`src/rtl/video_pkg.sv`:
```
// Shared types and defaults for the raster timing path: the timing/pattern
// configuration record, sequencer states and the configuration legality rule.
package video_pkg;

  localparam int unsigned VID_W = 11;

  typedef logic [VID_W-1:0] vid_cnt_t;

  typedef struct packed {
    vid_cnt_t   col_total;
    vid_cnt_t   col_active;
    vid_cnt_t   row_total;
    vid_cnt_t   row_active;
    logic [1:0] pat;
  } vid_cfg_t;

  typedef enum logic [1:0] {
    ST_STOP  = 2'd0,
    ST_RUN   = 2'd1,
    ST_DRAIN = 2'd2
  } vid_state_t;

  localparam vid_cnt_t VID_DEF_COL_TOTAL  = 11'd90;
  localparam vid_cnt_t VID_DEF_COL_ACTIVE = 11'd80;
  localparam vid_cnt_t VID_DEF_ROW_TOTAL  = 11'd70;
  localparam vid_cnt_t VID_DEF_ROW_ACTIVE = 11'd60;

  localparam vid_cfg_t VID_CFG_DEF = '{
    col_total:  VID_DEF_COL_TOTAL,
    col_active: VID_DEF_COL_ACTIVE,
    row_total:  VID_DEF_ROW_TOTAL,
    row_active: VID_DEF_ROW_ACTIVE,
    pat:        2'd0
  };

  // total > active also guarantees total >= 2, so total-1 never underflows
  function automatic logic cfg_is_valid(input vid_cfg_t c);
    return (c.col_active != '0) && (c.col_total > c.col_active) &&
           (c.row_active != '0) && (c.row_total > c.row_active);
  endfunction

endpackage

```
`src/rtl/video_cfg_shadow.sv`:
```
// Single-entry pending configuration slot with validation. Valid configs go
// straight to the active set while stopped, otherwise wait here for apply_i.
module video_cfg_shadow
  import video_pkg::*;
(
  input  logic     clk_i,
  input  logic     rst_i,
  input  logic     cfg_valid_i,
  input  vid_cfg_t cfg_i,
  input  logic     running_i,
  input  logic     apply_i,
  output logic     cfg_ready_o,
  output logic     cfg_err_o,
  output logic     load_now_o,
  output logic     pend_valid_o,
  output vid_cfg_t pend_cfg_o
);

  logic     pend_valid_q, pend_valid_d;
  logic     err_q, err_d;
  vid_cfg_t pend_q, pend_d;
  logic     xfer;
  logic     ok;

  assign xfer = cfg_valid_i & ~pend_valid_q;
  assign ok   = cfg_is_valid(cfg_i);

  always_comb begin
    pend_valid_d = pend_valid_q;
    pend_d       = pend_q;
    err_d        = xfer & ~ok;
    if (apply_i) pend_valid_d = 1'b0;
    if (xfer && ok && running_i) begin
      pend_d       = cfg_i;
      pend_valid_d = 1'b1;
    end
  end

  always_ff @(posedge clk_i or posedge rst_i) begin
    if (rst_i) begin
      pend_valid_q <= 1'b0;
      err_q        <= 1'b0;
      pend_q       <= VID_CFG_DEF;
    end else begin
      pend_valid_q <= pend_valid_d;
      err_q        <= err_d;
      pend_q       <= pend_d;
    end
  end

  assign cfg_ready_o  = ~pend_valid_q;
  assign cfg_err_o    = err_q;
  assign load_now_o   = xfer & ok & ~running_i;
  assign pend_valid_o = pend_valid_q;
  assign pend_cfg_o   = pend_q;

endmodule

```
`src/rtl/video_timing_ctrl.sv`:
```
// Raster sequencer: row/column counters, DE/SOF/EOL markers and pattern select,
// with run/drain/stop control and frame-boundary configuration updates.
module video_timing_ctrl
  import video_pkg::*;
#(
  parameter logic [10:0] DEF_COL_TOTAL  = VID_DEF_COL_TOTAL,
  parameter logic [10:0] DEF_COL_ACTIVE = VID_DEF_COL_ACTIVE,
  parameter logic [10:0] DEF_ROW_TOTAL  = VID_DEF_ROW_TOTAL,
  parameter logic [10:0] DEF_ROW_ACTIVE = VID_DEF_ROW_ACTIVE
) (
  input  logic        clk_i,
  input  logic        rst_i,
  input  logic        enable_i,
  input  logic        cfg_valid_i,
  output logic        cfg_ready_o,
  input  logic [10:0] cfg_col_total_i,
  input  logic [10:0] cfg_col_active_i,
  input  logic [10:0] cfg_row_total_i,
  input  logic [10:0] cfg_row_active_i,
  input  logic [1:0]  cfg_pat_i,
  output logic        cfg_err_o,
  output logic        running_o,
  output logic [10:0] col_o,
  output logic [10:0] row_o,
  output logic        de_o,
  output logic        sof_o,
  output logic        eol_o,
  output logic [1:0]  pat_o
);

  localparam vid_cfg_t CFG_RST = '{
    col_total:  DEF_COL_TOTAL,
    col_active: DEF_COL_ACTIVE,
    row_total:  DEF_ROW_TOTAL,
    row_active: DEF_ROW_ACTIVE,
    pat:        2'd0
  };

  vid_state_t state_q;
  vid_cnt_t   col_q, row_q;
  vid_cfg_t   act_q;
  vid_cfg_t   cfg_in;
  vid_cfg_t   pend_cfg;
  logic       pend_valid;
  logic       load_now;
  logic       running, col_last, row_last, frame_last, apply;

  assign cfg_in = '{
    col_total:  cfg_col_total_i,
    col_active: cfg_col_active_i,
    row_total:  cfg_row_total_i,
    row_active: cfg_row_active_i,
    pat:        cfg_pat_i
  };

  assign running    = (state_q != ST_STOP);
  assign col_last   = (col_q == act_q.col_total - 11'd1);
  assign row_last   = (row_q == act_q.row_total - 11'd1);
  assign frame_last = running & col_last & row_last;
  assign apply      = frame_last & pend_valid;

  video_cfg_shadow u_shadow (
    .clk_i        (clk_i),
    .rst_i        (rst_i),
    .cfg_valid_i  (cfg_valid_i),
    .cfg_i        (cfg_in),
    .running_i    (running),
    .apply_i      (apply),
    .cfg_ready_o  (cfg_ready_o),
    .cfg_err_o    (cfg_err_o),
    .load_now_o   (load_now),
    .pend_valid_o (pend_valid),
    .pend_cfg_o   (pend_cfg)
  );

  always_ff @(posedge clk_i or posedge rst_i) begin
    if (rst_i) begin
      state_q <= ST_STOP;
      col_q   <= '0;
      row_q   <= '0;
      act_q   <= CFG_RST;
    end else begin
      // Counters only move while running; the last pixel always wraps to (0,0)
      if (running) begin
        if (col_last) begin
          col_q <= '0;
          row_q <= row_last ? '0 : row_q + 11'd1;
        end else begin
          col_q <= col_q + 11'd1;
        end
        if (apply) act_q <= pend_cfg;
      end else if (load_now) begin
        act_q <= cfg_in;
      end

      // Re-enabling during drain wins over finishing the frame
      unique case (state_q)
        ST_STOP:  if (enable_i) state_q <= ST_RUN;
        ST_RUN:   if (!enable_i) state_q <= ST_DRAIN;
        ST_DRAIN: begin
          if (enable_i)        state_q <= ST_RUN;
          else if (frame_last) state_q <= ST_STOP;
        end
        default:  state_q <= ST_STOP;
      endcase
    end
  end

  assign running_o = running;
  assign col_o     = col_q;
  assign row_o     = row_q;
  assign de_o      = running & (row_q < act_q.row_active) & (col_q < act_q.col_active);
  assign sof_o     = running & (col_q == '0) & (row_q == '0);
  assign eol_o     = running & col_last;
  assign pat_o     = act_q.pat;

endmodule

```
`config.mk`:
```
export PLATFORM = sky130hd
export DESIGN_NAME = video_timing_ctrl
export DESIGN_NICKNAME = d
export VERILOG_FILES = /design/src/rtl/video_pkg.sv /design/src/rtl/video_cfg_shadow.sv /design/src/rtl/video_timing_ctrl.sv
export SDC_FILE = /design/constraint.sdc
export NUM_CORES = 1
export LEC_CHECK = 0
export BUFFER_PORTS_ARGS = -buffer_cell sky130_fd_sc_hd__buf_2
export CAP_MARGIN = 25
export CORE_MARGIN = 2
export CORE_UTILIZATION = 40
export DETAILED_ROUTE_END_ITERATION = 7
export GPL_ROUTABILITY_DRIVEN = 1
export PLACE_DENSITY_LB_ADDON = 0.08
export SLEW_MARGIN = 40
export SYNTH_ARGS = -nofsm -noshare
export SYNTH_HDL_FRONTEND = slang
export SYNTH_SLANG_ARGS = --single-unit
export TNS_END_PERCENT = 5
```
`constraint.sdc`:
```
create_clock -name clk_i -period 4.2 [get_ports clk_i]
set_input_delay 0.63 -clock clk_i [delete_from_list [all_inputs] [get_ports clk_i]]
set_output_delay 0.63 -clock clk_i [all_outputs]
set_load 0.02 [all_outputs]
```
# ---- Yosys cells after proc, flatten, opt, wreduce, memory -nomap -nowiden
# Index checks and enable logic that the tools add are counted.
dict set report totals {
  out_inout_bits 30
  register_bits 118
  input_bits 50
}
dict set report classes {
  eq_ne 8
  n_lt_le_gt_ge 4
  mux 12
  n_bitwise 14
  add_sub_neg 4
  n_reduce_logical 16
}
# op count
set op_table {}
lappend op_table {{46-bit 2-to-1 mux} 3}
lappend op_table {{11-bit by 1-bit adder with 11-bit output (second input constant)} 2}
lappend op_table {{11-bit == test} 2}
lappend op_table {{11-bit > comparator} 2}
lappend op_table {{11-bit zero test} 2}
lappend op_table {{11-bit less-than comparator} 2}
lappend op_table {{11-bit 2-to-1 mux} 2}
lappend op_table {{11-bit nonzero test} 2}
lappend op_table {{11-bit by 1-bit subtractor with 11-bit output (second input constant)} 2}
lappend op_table {{1-bit AND} 11}
lappend op_table {{2-bit 2-to-1 mux} 4}
lappend op_table {{2-bit case mux with 3 select lines} 1}
lappend op_table {{2-bit nonzero test} 3}
lappend op_table {{1-bit logical AND} 5}
lappend op_table {{2-bit inequality test (second input constant)} 2}
lappend op_table {{2-bit AND reduction} 2}
lappend op_table {{3-bit inequality test (second input constant)} 1}
lappend op_table {{1-bit inverter} 3}
lappend op_table {{3-bit AND reduction} 1}
lappend op_table {{2-bit by 1-bit == test with 1-bit output (second input constant)} 1}
lappend op_table {{2-bit == test (second input constant)} 1}
lappend op_table {{2-bit zero test} 1}
lappend op_table {{1-bit 2-to-1 mux} 2}
lappend op_table {{2-bit by 1-bit inequality test with 1-bit output (second input constant)} 1}

# ---- Logic depth before layout (Yosys ltp)
# Gate-level depths: netlist (run 1).
dict set report logic_depth {
  ltp_word 8
  ltp_mapped 14
}

# ---- Cells and area by module
# Synthesis (run 1) repeated with hierarchy kept, for this count alone.
dict set report hier_totals {
  cells_unflattened 683
  area_unflattened_um2 6819.0
}
# module n_inst seq_area_each_um2 cells_per_inst area_per_inst_um2
set modules_own_cells {}
lappend modules_own_cells {video_timing_ctrl 1 1767.9 490 4375.4}
lappend modules_own_cells {video_cfg_shadow 1 1217.4 193 2443.6}

# ---- Worst setup path before layout (run 1)
# No wires, ideal clock.
dict set report synth_path {
  path_kind {input to register}
  startpoint {input cfg_row_active_i[10]}
  endpoint {register u_shadow.pend_q (netlist bit u_shadow.pend_cfg_o[0])}
  setup_time_ns 0.125
  path_slack_ns 1.124
  t_arrival_ns 2.951
  path_buffers 2
  path_stages 11
  cell_sequence {inv_1 > ha_1 > nand4_1 > nor3_1 > a211oi_1 > a221oi_1 > nand2_1 > nor2_1 > clkbuf_1 > clkbuf_1 > mux2_2}
}
dict set report synth_between {
  elab_chain_cells 5
}
# element line_no
set synth_rtl {}
lappend synth_rtl {{start: declaration} video_timing_ctrl.sv:19} ;# input logic [10:0] cfg_row_active_i,
lappend synth_rtl {{parallel branches: the longest is 2 deep, another holds 11-bit > comparator} n/a}
lappend synth_rtl {{1-bit logical AND *} video_pkg.sv:39} ;# (c.row_active != '0) && (c.row_total > c.row_active);
lappend synth_rtl {{1-bit logical AND * (2 in a row)} video_cfg_shadow.sv:33} ;# if (xfer && ok && running_i) begin
lappend synth_rtl {{end signal: assignment} video_cfg_shadow.sv:47} ;# pend_q <= pend_d;
lappend synth_rtl {{end: declaration} video_cfg_shadow.sv:21} ;# vid_cfg_t pend_q, pend_d;
# Every way passes the cells marked *.
# A chain may end at the register's enable or synchronous reset.

# ---- Worst setup path after layout (run 1)
dict set report layout_path {
  startpoint {register row_q[1] (netlist: row_o[1])}
  endpoint {output de_o}
}
dict set report layout_between {
  elab_chain_cells 3
}
# element line_no
set layout_rtl {}
lappend layout_rtl {{start: declaration} video_timing_ctrl.sv:40} ;# vid_cnt_t col_q, row_q;
lappend layout_rtl {{start signal: assignment} video_timing_ctrl.sv:87} ;# row_q <= row_last ? '0 : row_q + 11'd1;
lappend layout_rtl {{11-bit less-than comparator} video_timing_ctrl.sv:112} ;# assign de_o = running & (row_q < act_q.row_active) & (col_q < act_q.col_active);
lappend layout_rtl {{1-bit AND (2 in a row)} video_timing_ctrl.sv:112}
lappend layout_rtl {{end: declaration} video_timing_ctrl.sv:25} ;# output logic de_o,
# Every way passes these cells.

==> results of run 1 <==
## metrics by stage
stage / setup WS, ps / power (mW)
floorplan: 484 / 3.19
global placement: 660 / 3.60
detailed placement: 611 / 3.67
CTS: 481 / 5.30
global route: 383 / 5.61
finish: 542 / 5.26
## synth_stat cells, types with 5 or more instances
library cell / count / share of area
nand4_1: 13 / 0.011
nor4_1: 11 / 0.0096
xor2_1: 16 / 0.020
dfrtp_1: 92 / 0.32
dfstp_2: 26 / 0.096
nor3b_1: 5 / 0.0053
nor2_1: 25 / 0.013
a21o_1: 12 / 0.013
o21ai_0: 26 / 0.018
mux2_2: 46 / 0.073
or3_1: 5 / 0.0044
mux2i_1: 52 / 0.073
ha_1: 48 / 0.084
nand2b_1: 11 / 0.0096
a21oi_1: 12 / 0.0084
nor3_1: 12 / 0.0084
xnor2_1: 18 / 0.022
nor2b_1: 6 / 0.0053
a211oi_1: 6 / 0.0063
clkbuf_1: 19 / 0.010
and3_1: 7 / 0.0061
nand2_1: 83 / 0.044
mux2_1: 21 / 0.033
nand3_1: 11 / 0.0077
inv_1: 58 / 0.030
buf_1: 6 / 0.0032
## layout make-up
cell class                 count  area share
multi-input combinational    487       0.451
sequential                   118       0.356
timing repair buffer          87      0.0558
clock buffer                  22      0.0553
tap                          225      0.0336
inverter                      59      0.0276
clock inverter                10      0.0209
## cells in the final DEF (no fill, tap or decap), types with 11 or more instances in the layout
cell type	count
a21o_1	12
a21oi_1	12
buf_2	79
clkbuf_16	17
dfrtp_1	92
dfstp_2	26
ha_1	48
inv_1	56
mux2_1	21
mux2_2	46
mux2i_1	52
nand2_1	83
nand2b_1	11
nand3_1	11
nand4_1	13
nor2_1	23
nor3_1	12
nor4_1	11
o21ai_0	26
xnor2_1	18
xor2_1	16
## final timing paths
| kind | endpoint | slack [ps] | start | depth (start not counted) |
|---|---|---|---|---|
| max | de_o | 540 | row_o[1] | 9 |
| min | col_o[0] | 270 | rst_i | 2 |
| max reg2reg | act_q[24] | 810 | act_q[13] | 12 |
| min reg2reg | act_q[4] | 490 | act_q[4] | 2 |
| max in group asynchronous | act_q[19] | 3050 | rst_i | 3 |
| min in group clk_i | state_q[1] | 390 | enable_i | 2 |
## per-layer routing
layer | vias up | wire (um)
met5 | - | 0
met1 | 2647 | 9300
met4 | 0 | 335
met3 | 24 | 602
li1 | 2578 | -
met2 | 91 | 7920
## cell families (layout without fill, tap and decap cells)
group / count (synthesis) / count (layout) / synth area share
AND/OR/NAND/NOR: 203 / 203 / 0.143
multiplexers: 119 / 119 / 0.178
flip-flops: 118 / 118 / 0.418
buffers and inverters: 91 / 178 / 0.0559
AO/OA/AOI/OAI: 83 / 83 / 0.0788
adder cells (fa/ha/maj): 48 / 48 / 0.0841
XOR/XNOR: 34 / 34 / 0.0417
## state kept, by name (all words and copies together) (netlist names)
| register | flops |
|---|---|
| act_q | 44 |
| col_o | 11 |
| pat_o | 2 |
| row_o | 11 |
| state_q | 2 |
| u_shadow.cfg_err_o | 1 |
| u_shadow.pend_cfg_o | 46 |
| u_shadow.pend_valid_o | 1 |
## where the power goes
part | total [mW] | internal [mW] | switching, mW
sequential | 2.07 | 1.69 | 0.379
combinational | 1.60 | 0.754 | 0.843
clock | 1.59 | 1.08 | 0.515
==> metrics.cfg, run 1 <==
[die]
dieArea_um2 = 18900
rows = 48
fp.dieH_um = 138
core_area_um2 = 17400
initial_utilization = 0.412
io_pins = 80
die_w_um = 138

[sta]
slew_headroom = 0.616
finalSetupTns_ps = 0
final_max_slew_viol_count = 0
finalSetupViolCount = 0
grt_setup_unrepaired = no
fmax_ghz = 0.273
holdWs_ps = 271
period_needed_ps = 3660
hold_viol_final = 0
fin_skew_ps = 13.7
worst_slew_pin_slew_ps = 576
finalCritPeriodShare = 0.871

[place]
dp_cells = 976
place_congestion = 0.869
port_buffers = 79
dpl.hpwl_mm = 13.2
placed_area_um2 = 7750

[worst_setup_path]
path_buf_inv = 1
critPathTopFamily = compound AO/OA/AOI/OAI gates
cp_common_cell = a21o_1
cp-end-kind = primary output
cp.required_ps = 3570
critical_path_arrival_ps = 3030
crit_chain = ha_1 > a21o_1 > a21o_1 > a21o_1 > a21o_1 > a2111oi_0 > o31ai_1 > a41oi_1 > buf_2
path_max_fanout = 6
slowest_delay_ps = 470
crit_slowest_cell = dfrtp_1
worstSetupPathType = register to primary output
worst_setup_path_start_kind = register

[layout]
antenna_cells = 0
multi_input_area_um2 = 3780
drive_above_1_share = 0.253
final_util = 0.483
final_area_um2 = 8390
fin_cells = 1008
seq_area_um2 = 2990
nNetsFinal = 868
areaGrowthSynthToFinish_pct = 17.4
nFillCells = 1638

[clock_tree]
ctsHoldBuffers = 0
clk_pin_slew_worst_paths_ps = 60
numCtsBuffers = 17
cts.sinks = 118
cts_root_buf = clkbuf_16
clk_latency_ps = 420
htree_num_levels = 4
cts_resized = 0
cts_tree = done
post_cts_buffers = 0
clock_path_buffers = 2

[global_routing]
met3_usage = 0.0394
grtUsageMet2 = 0.307
grt_first_pass_wirelength_mm = 29.5
top_usage_layer = met2
grt_use_met1 = 0.302
overflow = 0
antenna_found_initial = 0
grt_util_all_layers = 0.207
grt_pass1_vias = 5435
grt_max_degree = 60

[power_and_ir_drop]
leakage_nw = 3.93
ir_drop_mv = 0.322
power.density_nw_per_um2 = 627

[status]
run_status = finished, final reports clean

[drt]
firstDrtPassIters = 4
wl_per_cell_um = 18.0
drt_wl_total_mm = 18.2
drt_first_iter_violations = 243
vias = 5340
drc = 0
ant_nets = 0
avgViaCountPerCell = 5.30

[synthesis]
avgSynthCellArea_um2 = 10.3
synth_edf_count = 0
synth_area_um2 = 7140
synth_cell_type_count = 57
ys_seq_area_frac = 0.418
async_flop_share = 1.00
syn_inst = 696
ys.flop_type = dfrtp_1
yosys_warnings = 0
ys_ff_latch = 118
synth_fp_nets = 794

[worst_hold_path]
min_path_type = input pin to asynchronous set/reset pin

[job]
cap_viol_max_count = 0

Note: power is estimated with default switching activity, not from simulation.
==> run 2: changes to the inputs <==
==> constraint.sdc (replaced) <==
create_clock -name clk_i -period 4.3 [get_ports clk_i]
set_input_delay 0.645 -clock clk_i [delete_from_list [all_inputs] [get_ports clk_i]]
set_output_delay 0.645 -clock clk_i [all_outputs]
set_load 0.02 [all_outputs]
==> metrics.cfg, run 2 (same netlist as run 1, synthesis figures left out) <==
[sta]
period_needed_ps = 3610
fmax_ghz = 0.277
grt_setup_unrepaired = no
fin_skew_ps = 7.38  ; -6.28 ps
timing.final.ws_setup_ps = 691  ; +149 ps
finalSetupTns_ps = 0  ; unchanged
slew_headroom = 0.511  ; -0.105
worst_slew_pin_slew_ps = 729  ; +153 ps
hold_viol_final = 0  ; unchanged
finalSetupViolCount = 0  ; unchanged
final_max_slew_viol_count = 0  ; unchanged
finalCritPeriodShare = 0.839

[place]
port_buffers = 79  ; unchanged
place_congestion = 0.808  ; -7.0%
dp_cells = 977  ; +0.10%
pre_cts_ws_ps = 847  ; +236 ps
placed_area_um2 = 7760  ; +0.13%
dpl.hpwl_mm = 13.2  ; -0.22%

[power_and_ir_drop]
power.density_nw_per_um2 = 603  ; -3.9%
leakage_nw = 3.92  ; -0.24%
ir_drop_mv = 0.307  ; -4.7%
design_power_total_mw = 5.04  ; -4.2%

[drt]
avgViaCountPerCell = 5.20  ; -1.9%
drc = 0  ; unchanged
firstDrtPassIters = 5  ; +1
vias = 5244  ; -1.8%
drt_wl_total_mm = 17.8  ; -2.1%
ant_nets = 0  ; unchanged
drt_first_iter_violations = 301  ; +24%
wl_per_cell_um = 17.6  ; -2.2%

[global_routing]
grt_pass1_vias = 5138  ; -5.5%
antenna_found_initial = 0  ; unchanged
overflow = 0  ; unchanged
grt_first_pass_wirelength_mm = 28.4  ; -3.7%
grt_max_degree = 78  ; +30%
grt_util_all_layers = 0.201  ; -0.00623

[job]
cap_viol_max_count = 0  ; unchanged

[die]
rows = 48  ; unchanged
dieArea_um2 = 18900  ; unchanged
initial_utilization = 0.412  ; unchanged
core_area_um2 = 17400  ; unchanged
die_w_um = 138  ; unchanged
io_pins = 80  ; unchanged
fp.dieH_um = 138  ; unchanged

[worst_setup_path]
crit_start = row_o[1]
path_max_fanout = 6  ; unchanged
ff2ff_path_depth = 10  ; -2
crit_chain = ha_1 > a21o_1 > a21o_1 > a21o_1 > a21o_1 > a2111oi_0 > o31ai_1 > a41oi_1 > buf_2
cp_common_cell = a21o_1
critPathTopFamily = compound AO/OA/AOI/OAI gates
regToRegSetupSlack_ps = 970  ; +160 ps
crit_cells = 9  ; unchanged
reg2reg_to = act_q[16]
r2r_start = act_q[37]
path_buf_inv = 1  ; unchanged
cp-end-kind = primary output
worst_setup_path_start_kind = register
critical_path_arrival_ps = 2960  ; -70 ps
cp.required_ps = 3650  ; +80 ps
crit_slowest_cell = dfrtp_1
slowest_delay_ps = 460  ; about the same
cp-endpoint = de_o
worstSetupPathType = register to primary output

[layout]
final_common_cell = dfrtp_1
areaGrowthSynthToFinish_pct = 17.1
nNetsFinal = 869  ; +0.12%
fin_cells = 1009  ; +0.099%
nFillCells = 1633  ; -0.31%
largest_register_ffs = 46  ; unchanged
antenna_cells = 0  ; unchanged
drive_above_1_share = 0.255  ; +0.00223
final_area_um2 = 8370  ; -0.25%
layout_common_cells = dfrtp_1 (92), nand2_1 (83), buf_2 (79)

[worst_hold_path]
min_path_type = input pin to asynchronous set/reset pin

[clock_tree]
post_cts_buffers = 0  ; unchanged
cts_resized = 0  ; unchanged
cts_tree = done
htree_num_levels = 4  ; unchanged
clk_latency_ps = 420  ; about the same
clock_path_buffers = 2  ; unchanged
ctsHoldBuffers = 0  ; unchanged
numCtsBuffers = 17  ; unchanged
clk_pin_slew_worst_paths_ps = 50  ; about the same
cts_root_buf = clkbuf_16
cts.sinks = 118  ; unchanged

[status]
run_status = finished, final reports clean

-- run 2: cell types whose count changed in the layout (fill, tap and decap cells not counted), sizes merged --
cell	delta
bufinv	-2
buf	+1
clkbuf	+1
clkinvlp	+1
-- run 2: how the worst min path moves through the flow --
stage / end / slack [ps] / depth (start not counted)
after floorplan: act_q[24] / 460 / 1
after global placement: pat_o[0] / 480 / 1
after detailed placement: pat_o[1] / 480 / 1
after CTS: col_o[5] / 370 / 2
after global routing: col_o[0] / 380 / 2
final: col_o[0] / 330 / 2
-- run 2: power breakdown --
group | leakage, nW | switching (mW) | internal [mW]
Sequential | 1.41 | 0.361 | 1.65
Combinational | 2.20 | 0.814 | 0.738
Clock | 0.303 | 0.511 | 0.967
-- run 2: worst register-to-register path: stages (launching register included) --
cell and delay [ps]:
dfrtp_1 450, nor4_4 470, nand2_1 130, or3_1 430, a2111oi_4 430, nand3_4 180, clkinv_4 190, nand3_2 130
o21ai_4 140, buf_4 310, mux2_1 350
-- run 2: routing by layer --
metal | global-route usage | up-vias | wire, um
met5 | 0 | - | 0
met4 | 0.0613 | 0 | 216
met3 | 0.0427 | 18 | 812
met2 | 0.294 | 128 | 7800
met1 | 0.297 | 2515 | 8950
li1 | - | 2583 | -
-- run 2: through the flow --
stage / hold slack (ps) / util
6_report: 328 / 0.482
3_3_place_gp: 477 / 0.447
5_1_grt: 382 / 0.482
2_1_floorplan: 459 / -
3_5_place_dp: 478 / 0.447
4_1_cts: 365 / 0.482
-- run 2: layout make-up --
| type | instances | area (um2) | area share |
|---|---|---|---|
| well taps | 225 | 282 | 0.0336 |
| inverters | 59 | 231 | 0.0277 |
| clock buffers | 23 | 488 | 0.0583 |
| repair buffers | 88 | 475 | 0.0568 |
| flip-flops and latches | 118 | 2990 | 0.357 |
| clock inverters | 9 | 123 | 0.0147 |
| multi-input cells | 487 | 3780 | 0.452 |
